## src/rtl/button_conditioner.sv

```systemverilog
// Debounces a raw active-high input and derives clean edge and long-press pulses.
// A 2-flop synchronizer feeds a four-state debounce FSM. A hold counter measures
// how long the accepted level has been high. Every output comes straight from a flop.
//
// state     | meaning
// ----------+-----------------------------------------------------------
// LOW       | accepted level 0, waiting for s to go high
// WAIT_HIGH | s high, counting toward DEBOUNCE_P before accepting 1
// HIGH      | accepted level 1, hold counter running
// WAIT_LOW  | s low, counting toward DEBOUNCE_P before accepting 0
module button_conditioner #(
  parameter int unsigned DEBOUNCE_P   = 300,
  parameter int unsigned LONG_PRESS_T = 2000
) (
  input  logic clk,
  input  logic rst,
  input  logic din,
  output logic level,
  output logic rise,
  output logic fall,
  output logic long_press
);

  typedef enum logic [1:0] {
    LOW       = 2'd0,
    WAIT_HIGH = 2'd1,
    HIGH      = 2'd2,
    WAIT_LOW  = 2'd3
  } state_t;

  localparam logic [15:0] DEB_LAST  = 16'(DEBOUNCE_P - 1);
  localparam logic [15:0] HOLD_MAX  = 16'(LONG_PRESS_T);
  localparam logic [15:0] HOLD_LAST = 16'(LONG_PRESS_T - 1);
  // With DEBOUNCE_P = 1 the stable state accepts a change directly. This keeps the
  // latency from the first sample of the new value to the level change at DEBOUNCE_P+2 edges.
  localparam bit DIRECT = (DEBOUNCE_P == 1);

  logic        sync_a;
  logic        s;
  state_t      state, state_n;
  logic [15:0] deb_cnt, deb_n;
  logic [15:0] hold_cnt, hold_n;
  logic        level_n, rise_n, fall_n, long_n;

  // Two-flop synchronizer; only s is used downstream.
  always_ff @(posedge clk) begin
    if (rst) begin
      sync_a <= 1'b0;
      s      <= 1'b0;
    end else begin
      sync_a <= din;
      s      <= sync_a;
    end
  end

  // State, counters and registered outputs.
  always_ff @(posedge clk) begin
    if (rst) begin
      state      <= LOW;
      deb_cnt    <= 16'd0;
      hold_cnt   <= 16'd0;
      level      <= 1'b0;
      rise       <= 1'b0;
      fall       <= 1'b0;
      long_press <= 1'b0;
    end else begin
      state      <= state_n;
      deb_cnt    <= deb_n;
      hold_cnt   <= hold_n;
      level      <= level_n;
      rise       <= rise_n;
      fall       <= fall_n;
      long_press <= long_n;
    end
  end

  // Next-state, counter and pulse decode.
  always_comb begin
    state_n = state;
    deb_n   = deb_cnt;
    hold_n  = hold_cnt;
    rise_n  = 1'b0;
    fall_n  = 1'b0;
    long_n  = 1'b0;

    // While the accepted level is high, hold time keeps accumulating. This
    // includes bounces inside WAIT_LOW. The count saturates so that long_press fires only once.
    if (state == HIGH || state == WAIT_LOW) begin
      if (hold_cnt < HOLD_MAX) begin
        hold_n = hold_cnt + 16'd1;
      end
      long_n = (hold_cnt == HOLD_LAST);
    end

    case (state)
      LOW: begin
        hold_n = 16'd0;
        if (s) begin
          if (DIRECT) begin
            state_n = HIGH;
            deb_n   = 16'd0;
            rise_n  = 1'b1;
          end else begin
            state_n = WAIT_HIGH;
            deb_n   = 16'd1;
          end
        end
      end
      WAIT_HIGH: begin
        if (!s) begin
          state_n = LOW;
          deb_n   = 16'd0;
        end else if (deb_cnt >= DEB_LAST) begin
          state_n = HIGH;
          deb_n   = 16'd0;
          hold_n  = 16'd0;
          rise_n  = 1'b1;
        end else begin
          deb_n = deb_cnt + 16'd1;
        end
      end
      HIGH: begin
        if (!s) begin
          if (DIRECT) begin
            state_n = LOW;
            deb_n   = 16'd0;
            fall_n  = 1'b1;
          end else begin
            state_n = WAIT_LOW;
            deb_n   = 16'd1;
          end
        end
      end
      WAIT_LOW: begin
        if (s) begin
          state_n = HIGH;
          deb_n   = 16'd0;
        end else if (deb_cnt >= DEB_LAST) begin
          state_n = LOW;
          deb_n   = 16'd0;
          fall_n  = 1'b1;
        end else begin
          deb_n = deb_cnt + 16'd1;
        end
      end
      default: begin
        state_n = LOW;
        deb_n   = 16'd0;
        hold_n  = 16'd0;
      end
    endcase

    level_n = (state_n == HIGH) || (state_n == WAIT_LOW);
  end

endmodule

```

## config.mk

```make
export PLATFORM = sky130hd
export DESIGN_NAME = button_conditioner
export DESIGN_NICKNAME = d
export VERILOG_FILES = /design/src/rtl/button_conditioner.sv
export SDC_FILE = /design/constraint.sdc
export NUM_CORES = 1
export LEC_CHECK = 0
export CORE_ASPECT_RATIO = 0.8
export CORE_MARGIN = 2
export CORE_UTILIZATION = 47
export CTS_CLUSTER_DIAMETER = 100
export DETAILED_ROUTE_END_ITERATION = 7
export PLACE_DENSITY_LB_ADDON = 0.25
export REMOVE_ABC_BUFFERS = 1
export SETUP_SLACK_MARGIN = 0.2
export SLEW_MARGIN = 10
export SYNTH_ARGS = -nofsm -noshare
export SYNTH_HDL_FRONTEND = slang
export SYNTH_SLANG_ARGS = --single-unit
```

## constraint.sdc

```tcl
create_clock -name clk -period 2.2 [get_ports clk]
set_input_delay 0.66 -clock clk [delete_from_list [all_inputs] [get_ports clk]]
set_output_delay 0.66 -clock clk [all_outputs]
set_load 0.02 [all_outputs]
```

Yosys cells after proc, flatten, opt, wreduce, memory -nomap -nowiden

Index checks and enable logic that the tools add are counted.

$lt $le $gt $ge: 2
Equality and inequality tests: 8
Bitwise gates (word level): 4
Shifts and indexed selects: 0
Mux-type cells: 19
$add $sub $neg: 2
Reduce and logical (&&, ||, !) cells: 7
Div/mod/pow operators: 0
Multipliers: 0

Operators with widths:

| operator                                                                       | count |
|---|---|
| 16-bit two-way mux                                                             | 9 |
| 16-bit case mux with 4 select lines                                            | 1 |
| 16-bit by 1-bit adder with 16-bit output, second input constant                | 2 |
| 16-bit case mux with 2 select lines                                            | 1 |
| 16-bit by 11-bit == test with 1-bit output, second input constant              | 1 |
| 16-bit by 9-bit >= comparator with 1-bit output, second input constant         | 1 |
| 16-bit by 11-bit less-than comparator with 1-bit output, second input constant | 1 |
| 2-bit two-way mux                                                              | 6 |
| 2-bit == test, second input constant                                           | 4 |
| 2-bit case mux with 4 select lines                                             | 1 |
| 3-bit OR reduction                                                             | 2 |
| 2-bit != test, second input constant                                           | 2 |
| 1-bit inverter                                                                 | 4 |
| 2-bit by 1-bit == test with 1-bit output, second input constant                | 1 |
| 2-bit logical NOT                                                              | 1 |
| 1-bit logical OR                                                               | 2 |
| 2-bit AND reduction                                                            | 1 |
| 2-bit OR reduction                                                             | 1 |
| 1-bit two-way mux                                                              | 1 |

Memories: 0
Bits of input ports: 3
Memory bits (read-only): 0
Word-level logic and storage cells: 51
Bits in latches: 0
Output and inout port bits: 4
Memory bits (writable): 0
Register bits after elaboration: 40

Logic depth before layout (Yosys ltp)

Gate-level depths: netlist (run 1).

Depth in word-level cells: 6
Gate-level depth with buffers: 6
Gate-level depth less buffers: 5

Worst setup path before layout (run 1)

No wires, ideal clock.

Path type: register -> register
Start point: register, netlist name level
End point: register deb_cnt[13]
Buffers on the path: 1
Setup time: 73 ps
Cell stages (with the launch flop): 6
Slack: 276 ps
Period minus slack after synthesis: 1924 ps
Arrival: 1851 ps
Cells stage by stage: dfxtp_1 > buf_2 > xor2_1 > o2111ai_1 > or4b_1 > a21oi_1

RTL lines:

| element              | line | source |
|---|---|---|
| to (signal assigned) | 68   | `deb_cnt <= deb_n;` |
| to (decl)            | 41   | `logic [15:0] deb_cnt, deb_n;` |

Worst setup path after layout (run 1)

Start point: register level
End point: output level

RTL lines:

| element                | line | source |
|---|---|---|
| from (decl)            | 18   | `output logic level,` |
| from (signal assigned) | 70   | `level <= level_n;` |

No word-level cell between the ends.

==> results of run 1 <==
==> worst max path at each step <==
stage / endpoint / cells after the start / startpoint / slack (ns)
after floorplan: deb_cnt[13] / 4 / level / 0.33
after global placement: deb_cnt[10] / 4 / rst / 0.22
after detailed placement: deb_cnt[10] / 4 / rst / 0.14
after CTS: level / 1 / level / 0.18
after global routing: deb_cnt[4] / 4 / s / 0.12
final: level / 1 / level / 0.18
==> cell usage after synthesis, types with 5 or more instances <==
cell	instances	area, um^2
dfxtp_1	39	781
nand2_1	11	41.3
nand3_1	11	55.1
nor2_1	11	41.3
or4_1	8	60.1
a211oi_1	7	52.6
a21oi_1	7	35.0
nor3_1	7	35.0
o31ai_1	7	52.6
clkbuf_1	6	22.5
inv_1	6	22.5
nor3b_1	6	45.0
o211ai_1	5	37.5
==> routing by layer <==
layer | track usage | vias to the layer above | part of all wire
met1 | 0.302 | 769 | 0.49
met3 | 0.0506 | 7 | 0.063
met5 | 0 | - | 0
met2 | 0.311 | 57 | 0.43
li1 | - | 788 | -
met4 | 0.0857 | 0 | 0.017
==> state kept, by name, indices dropped and copies added, names as in the netlist <==
signal and cells:
sync_a 1, hold_cnt 16, state 1, level 1
s 1, fall 1, rise 1, long_press 1
deb_cnt 16
==> logic make-up (layout without fill, tap and decap cells) <==
group                    count (synthesis)  count (layout)
buffers and inverters                   15              32
AO/OA/AOI/OAI                           55              55
flip-flops                              39              39
XOR/XNOR                                 6               6
adder cells (fa/ha/maj)                  2               2
AND/OR/NAND/NOR                         77              77
multiplexers                             1               1
==> metrics by stage <==
step                instances  total power [mW]  worst slack, ns  hold WS [ns]  instance area, um^2
CTS                       266              1.46            0.176         0.458                 2140
finish                    267              1.46            0.179         0.453                 2170
floorplan                 187             0.746            0.333         0.414                 1800
global route              267              1.51            0.120         0.469                 2170
global placement          255             0.761            0.224         0.424                 1980
detailed placement        255             0.762            0.140         0.442                 1980
==> layout make-up <==
class,instances,area (um^2),area share
multi-input combinational,141,1020,0.470
sequential,39,782,0.360
timing repair buffer,17,143,0.0656
clock buffer,6,72.6,0.0334
tap,55,68.8,0.0317
clock inverter,2,60.1,0.0276
inverter,7,26.3,0.0121
==> power by group through the flow <==
stage	combinational [mW]	sequential, mW	clock, mW
global placement	0.0319	0.729	0
detailed placement	0.0331	0.729	0
floorplan	0.0182	0.728	0
finish	0.0338	0.713	0.711
CTS	0.0330	0.712	0.719
global route	0.0361	0.713	0.758
==> repair_timing <==
item	in CTS	in global routing
endpoints found under the setup margin	2	28
gates resized for setup	1	5
buffers inserted	3	1
pin swaps	1	1
cloned	0	0
==> impl_metrics.yaml, run 1 <==
status:
  status: "completed"
sta:
  drv_slew: 0
  setup_tns_ns: 0
  setup_viol: 0
  rsz0062_at_grt: "yes"
  finalCritPeriodShare: 0.919
  worst_pin_slew_ns: 0.808
  fmax_ghz: 0.495
  hold_viol: 0
  finalCriticalPeriod_ns: 2.02
  fin_skew_ns: 0.00512
  relSlewSlack: 0.458
worst_setup_path:
  r2r-start: "s"
  critPathCaptureType: "output pin"
  criticalPathCategory: "register to output pin"
  crit_family: "buffers and inverters"
  path_buf_inv: 1
  crit_fanout: 8
  rrSetupSlack_ns: 0.21
  crit_path_start_kind: "register"
  reg2reg_depth: 4
  r2r-end: "deb_cnt[10]"
  crit_path_top_delay_cell: "clkdlybuf4s50_1"
  cp.required_ns: 1.54
  worst_path_largest_cell_delay_ns: 0.64
  cp.arrival_ns: 1.36
  path_cells: "clkdlybuf4s50_1"
cells_and_area:
  n_antenna_cell: 0
  layout_common_cells: "dfxtp_1, nand3_1, nor2_1, buf_4, nand2_1"
  final_nets: 216
  area_growth_pct: 18.2
  drive_gt1_frac: 0.165
  final_common_cell: "dfxtp_1"
  utilization: 0.575
  fillers: 337
clock_tree:
  cts.reportedPaths.clkPinSlew_ns: 0.08
  htreeDepth: 2
  cts_tree: "built"
  cts_hold_buf: 0
  cts-root-buf: "clkbuf_8"
  cts_buffers: 5
  cts.sinks: 39
  insertion_delay_ns: 0.29
  cts_buffer_depth: 2
synth:
  seq_area_frac_synth: 0.425
  ys_types: 50
  synth_compound_area_frac: 0.244
  ys_async_sr_fraction: 0
  synth_cells: 195
  synth_top_family_by_area: "simple AND/OR/NAND/NOR gates"
  synth_flop_cell: "dfxtp_1"
  ys_seq_elements: 39
  synth.avg_cell_area_um2: 9.43
  synthSimpleGateAreaFrac: 0.248
  yosysWarningCount: 0
  synth_mux_area_frac: 0.00545
  mappedNetlistArea_mm2: 0.00184
  synth_edf_count: 0
  synth_fa_ha_area_frac: 0.0136
  synth_xor_area_frac: 0.0286
power_and_ir_drop:
  pwr-share-comb: 0.023
  p_sw_mw: 0.283
  intPower_mw: 1.17
  p_seq_frac: 0.489
  swShare: 0.194
  ir_drop_mv: 0.450
  clkPwrFrac: 0.488
  power.leakage_nw: 0.680
  p_per_area_mw_per_mm2: 670
global_route:
  track_usage: 0.213
  grt_pass1_wl_um: 7120
  antenna_found_initial: 0
  first_global_vias: 1496
  grt_overflow_total: 0
  grt_max_degree: 17
worst_hold_path:
  hold-path-cell-count: 1
  min-delay-start: "sync_a"
  holdPathEnd: "s"
  hold_path.class: "register to register"
place:
  io_buffers: 6
  dp_hpwl_um: 2860
  gp_congestion: 0.953
die:
  initial_utilization: 0.486
  die_w_um: 73.9
  coreArea_mm2: 0.00378
  die_area_mm2: 0.00443
  num_rows: 20
  chipHeight_um: 59.9
  io_pins: 7
detailed_routing:
  vias: 1621
  wire_per_inst_um: 15.5
  dr.pass1.iters: 4
  first_iter_violations: 220
  routed_wl_um: 4140
  routed_via_density: 6.07
  antenna_left: 0
  drcViolationCount: 0
flow_run:
  drv_cap: 0
Power figures use the tool's default switching activity.
==> inputs of run 2 (changes only) <==
==> constraint.sdc (replaced) <==
create_clock -name clk -period 1.8 [get_ports clk]
set_input_delay 0.54 -clock clk [delete_from_list [all_inputs] [get_ports clk]]
set_output_delay 0.54 -clock clk [all_outputs]
set_load 0.02 [all_outputs]
==> impl_metrics.yaml, run 2 (synthesis results as in run 1) <==
place:
  placedCellCount: 271
  dpl_cell_area_mm2: 0.00211
  io_buffers: 6
  gp_congestion: 0.856
  dp_hpwl_um: 3100
  dp_slack_ns: -0.0662
die:
  initial_utilization: 0.486
  chipHeight_um: 59.9
  die_area_mm2: 0.00443
  coreArea_mm2: 0.00378
  num_rows: 20
  io_pins: 7
  die_w_um: 73.9
worst_setup_path:
  crit_family: "compound AO/OA/AOI/OAI gates"
  cp.arrival_ns: 1.97
  r2r-end: "deb_cnt[7]"
  reg2reg_depth: 4
  crit_fanout: 6
  worstSetupEndpoint: "deb_cnt[7]"
  startpoint: "state[0]"
  criticalPathCategory: "register to register"
  crit_path_start_kind: "register"
  path_cells: "inv_1, nor2_2, o21ai_1, a2111oi_4"
  r2r-start: "state[0]"
  rrSetupSlack_ns: 0.02
  crit_path_top_delay_cell: "dfxtp_1"
  critPathCaptureType: "register"
  worst_path_largest_cell_delay_ns: 0.50
  worst-path-stages: 4
  cp.required_ns: 1.99
  path_buf_inv: 1
clock_tree:
  cts.reportedPaths.clkPinSlew_ns: 0.07
  cts_tree: "built"
  cts_hold_buf: 0
  cts_buffers: 5
  insertion_delay_ns: 0.29
  cts-root-buf: "clkbuf_8"
  htreeDepth: 2
  cts.sinks: 39
  cts_buffer_depth: 2
sta:
  hold_viol: 0
  finalCriticalPeriod_ns: 1.78
  fin_ws_ns: 0.0208
  finalCritPeriodShare: 0.988
  drv_slew: 0
  setup_viol: 0
  relSlewSlack: 0.630
  worst_pin_slew_ns: 0.554
  rsz0062_at_grt: "yes"
  fin_skew_ns: 0.00753
  fmax_ghz: 0.562
power_and_ir_drop:
  pwr-share-comb: 0.047
  ir_drop_mv: 0.609
  p_per_area_mw_per_mm2: 613
  p_sw_mw: 0.344
  clkPwrFrac: 0.378
  p_seq_frac: 0.576
  swShare: 0.228
  intPower_mw: 1.17
  power.leakage_nw: 0.776
  p_total_mw: 1.51
detailed_routing:
  drcViolationCount: 0
  first_iter_violations: 176
  routed_wl_um: 4910
  wire_per_inst_um: 17.3
  routed_via_density: 6.10
  antenna_left: 0
  vias: 1732
  dr.pass1.iters: 4
cells_and_area:
  n_antenna_cell: 0
  final_common_cell: "dfxtp_1"
  largestRegisters: "deb_cnt x16, hold_cnt x16"
  layout_common_cells: "dfxtp_1, buf_4, nand2_1, nor2_1, nand3_1"
  fin_area_mm2: 0.00246
  final_nets: 233
  layoutNonFillerInstCount: 284
  drive_gt1_frac: 0.336
  area_growth_pct: 33.9
status:
  status: "completed"
global_route:
  first_global_vias: 1645
  track_usage: 0.233
  grt_overflow_total: 0
  grt_max_degree: 17
  grt_pass1_wl_um: 7840
  antenna_found_initial: 0
worst_hold_path:
  hold_path.class: "register to register"
  min-delay-start: "sync_a"
flow_run:
  drv_cap: 0
[run 2: repair_timing]
action / in CTS / in global routing
buffers inserted: 3 / 1
cloned: 0 / 1
endpoints found under the setup margin: 37 / 34
pin swaps: 10 / 9
gates resized for setup: 23 / 24
[run 2: cell type report]
cell class	instances	area, um^2
Fill cell	291	1320
Multi-Input combinational cell	142	1220
Sequential cell	39	786
Timing Repair Buffer	33	278
Clock buffer	7	76.3
Tap cell	55	68.8
Inverter	7	26.3
Clock inverter	1	5.00
[run 2: worst register-to-register path: cells and delay by family, from the launching register on]
kind | cells | cell delay, ns
buf+inv | 1 | 0.21
flops | 1 | 0.50
compound gates | 2 | 0.58
simple gates | 1 | 0.39
[run 2: worst min path at each step]
| stage | endpoint | slack [ns] | cells past startpoint |
|---|---|---|---|
| after global routing | s | 0.46 | 1 |
| final | s | 0.43 | 1 |
| after detailed placement | s | 0.42 | 1 |
| after floorplan | s | 0.41 | 1 |
| after CTS | s | 0.43 | 1 |
| after global placement | s | 0.42 | 1 |
[run 2: routing by layer]
metal  wire [um]  track usage  part of all wire
met1        2230        0.330              0.45
met2        2250        0.352              0.46
met3         330       0.0455             0.067
met4          94       0.0883             0.019
met5           0            0                 0
[run 2: per-stage QoR]
| step | utilization | hold WS, ns | TNS [ns] |
|---|---|---|---|
| finish | 0.651 | 0.434 | 0 |
| global route | 0.651 | 0.459 | -0.267 |
| CTS | 0.607 | 0.432 | 0 |
| detailed placement | 0.559 | 0.421 | -0.199 |
| global placement | 0.559 | 0.424 | -0.0136 |
| floorplan | - | 0.414 | -0.0707 |
[run 2: power by group through the flow]
stage	combinational, mW	sequential (mW)	clock, mW
2_1_floorplan	0.0222	0.890	0
3_3_place_gp	0.0511	0.889	0
3_5_place_dp	0.0529	0.889	0
4_1_cts	0.0547	0.868	0.576
5_1_grt	0.0745	0.869	0.604
6_report	0.0704	0.869	0.570
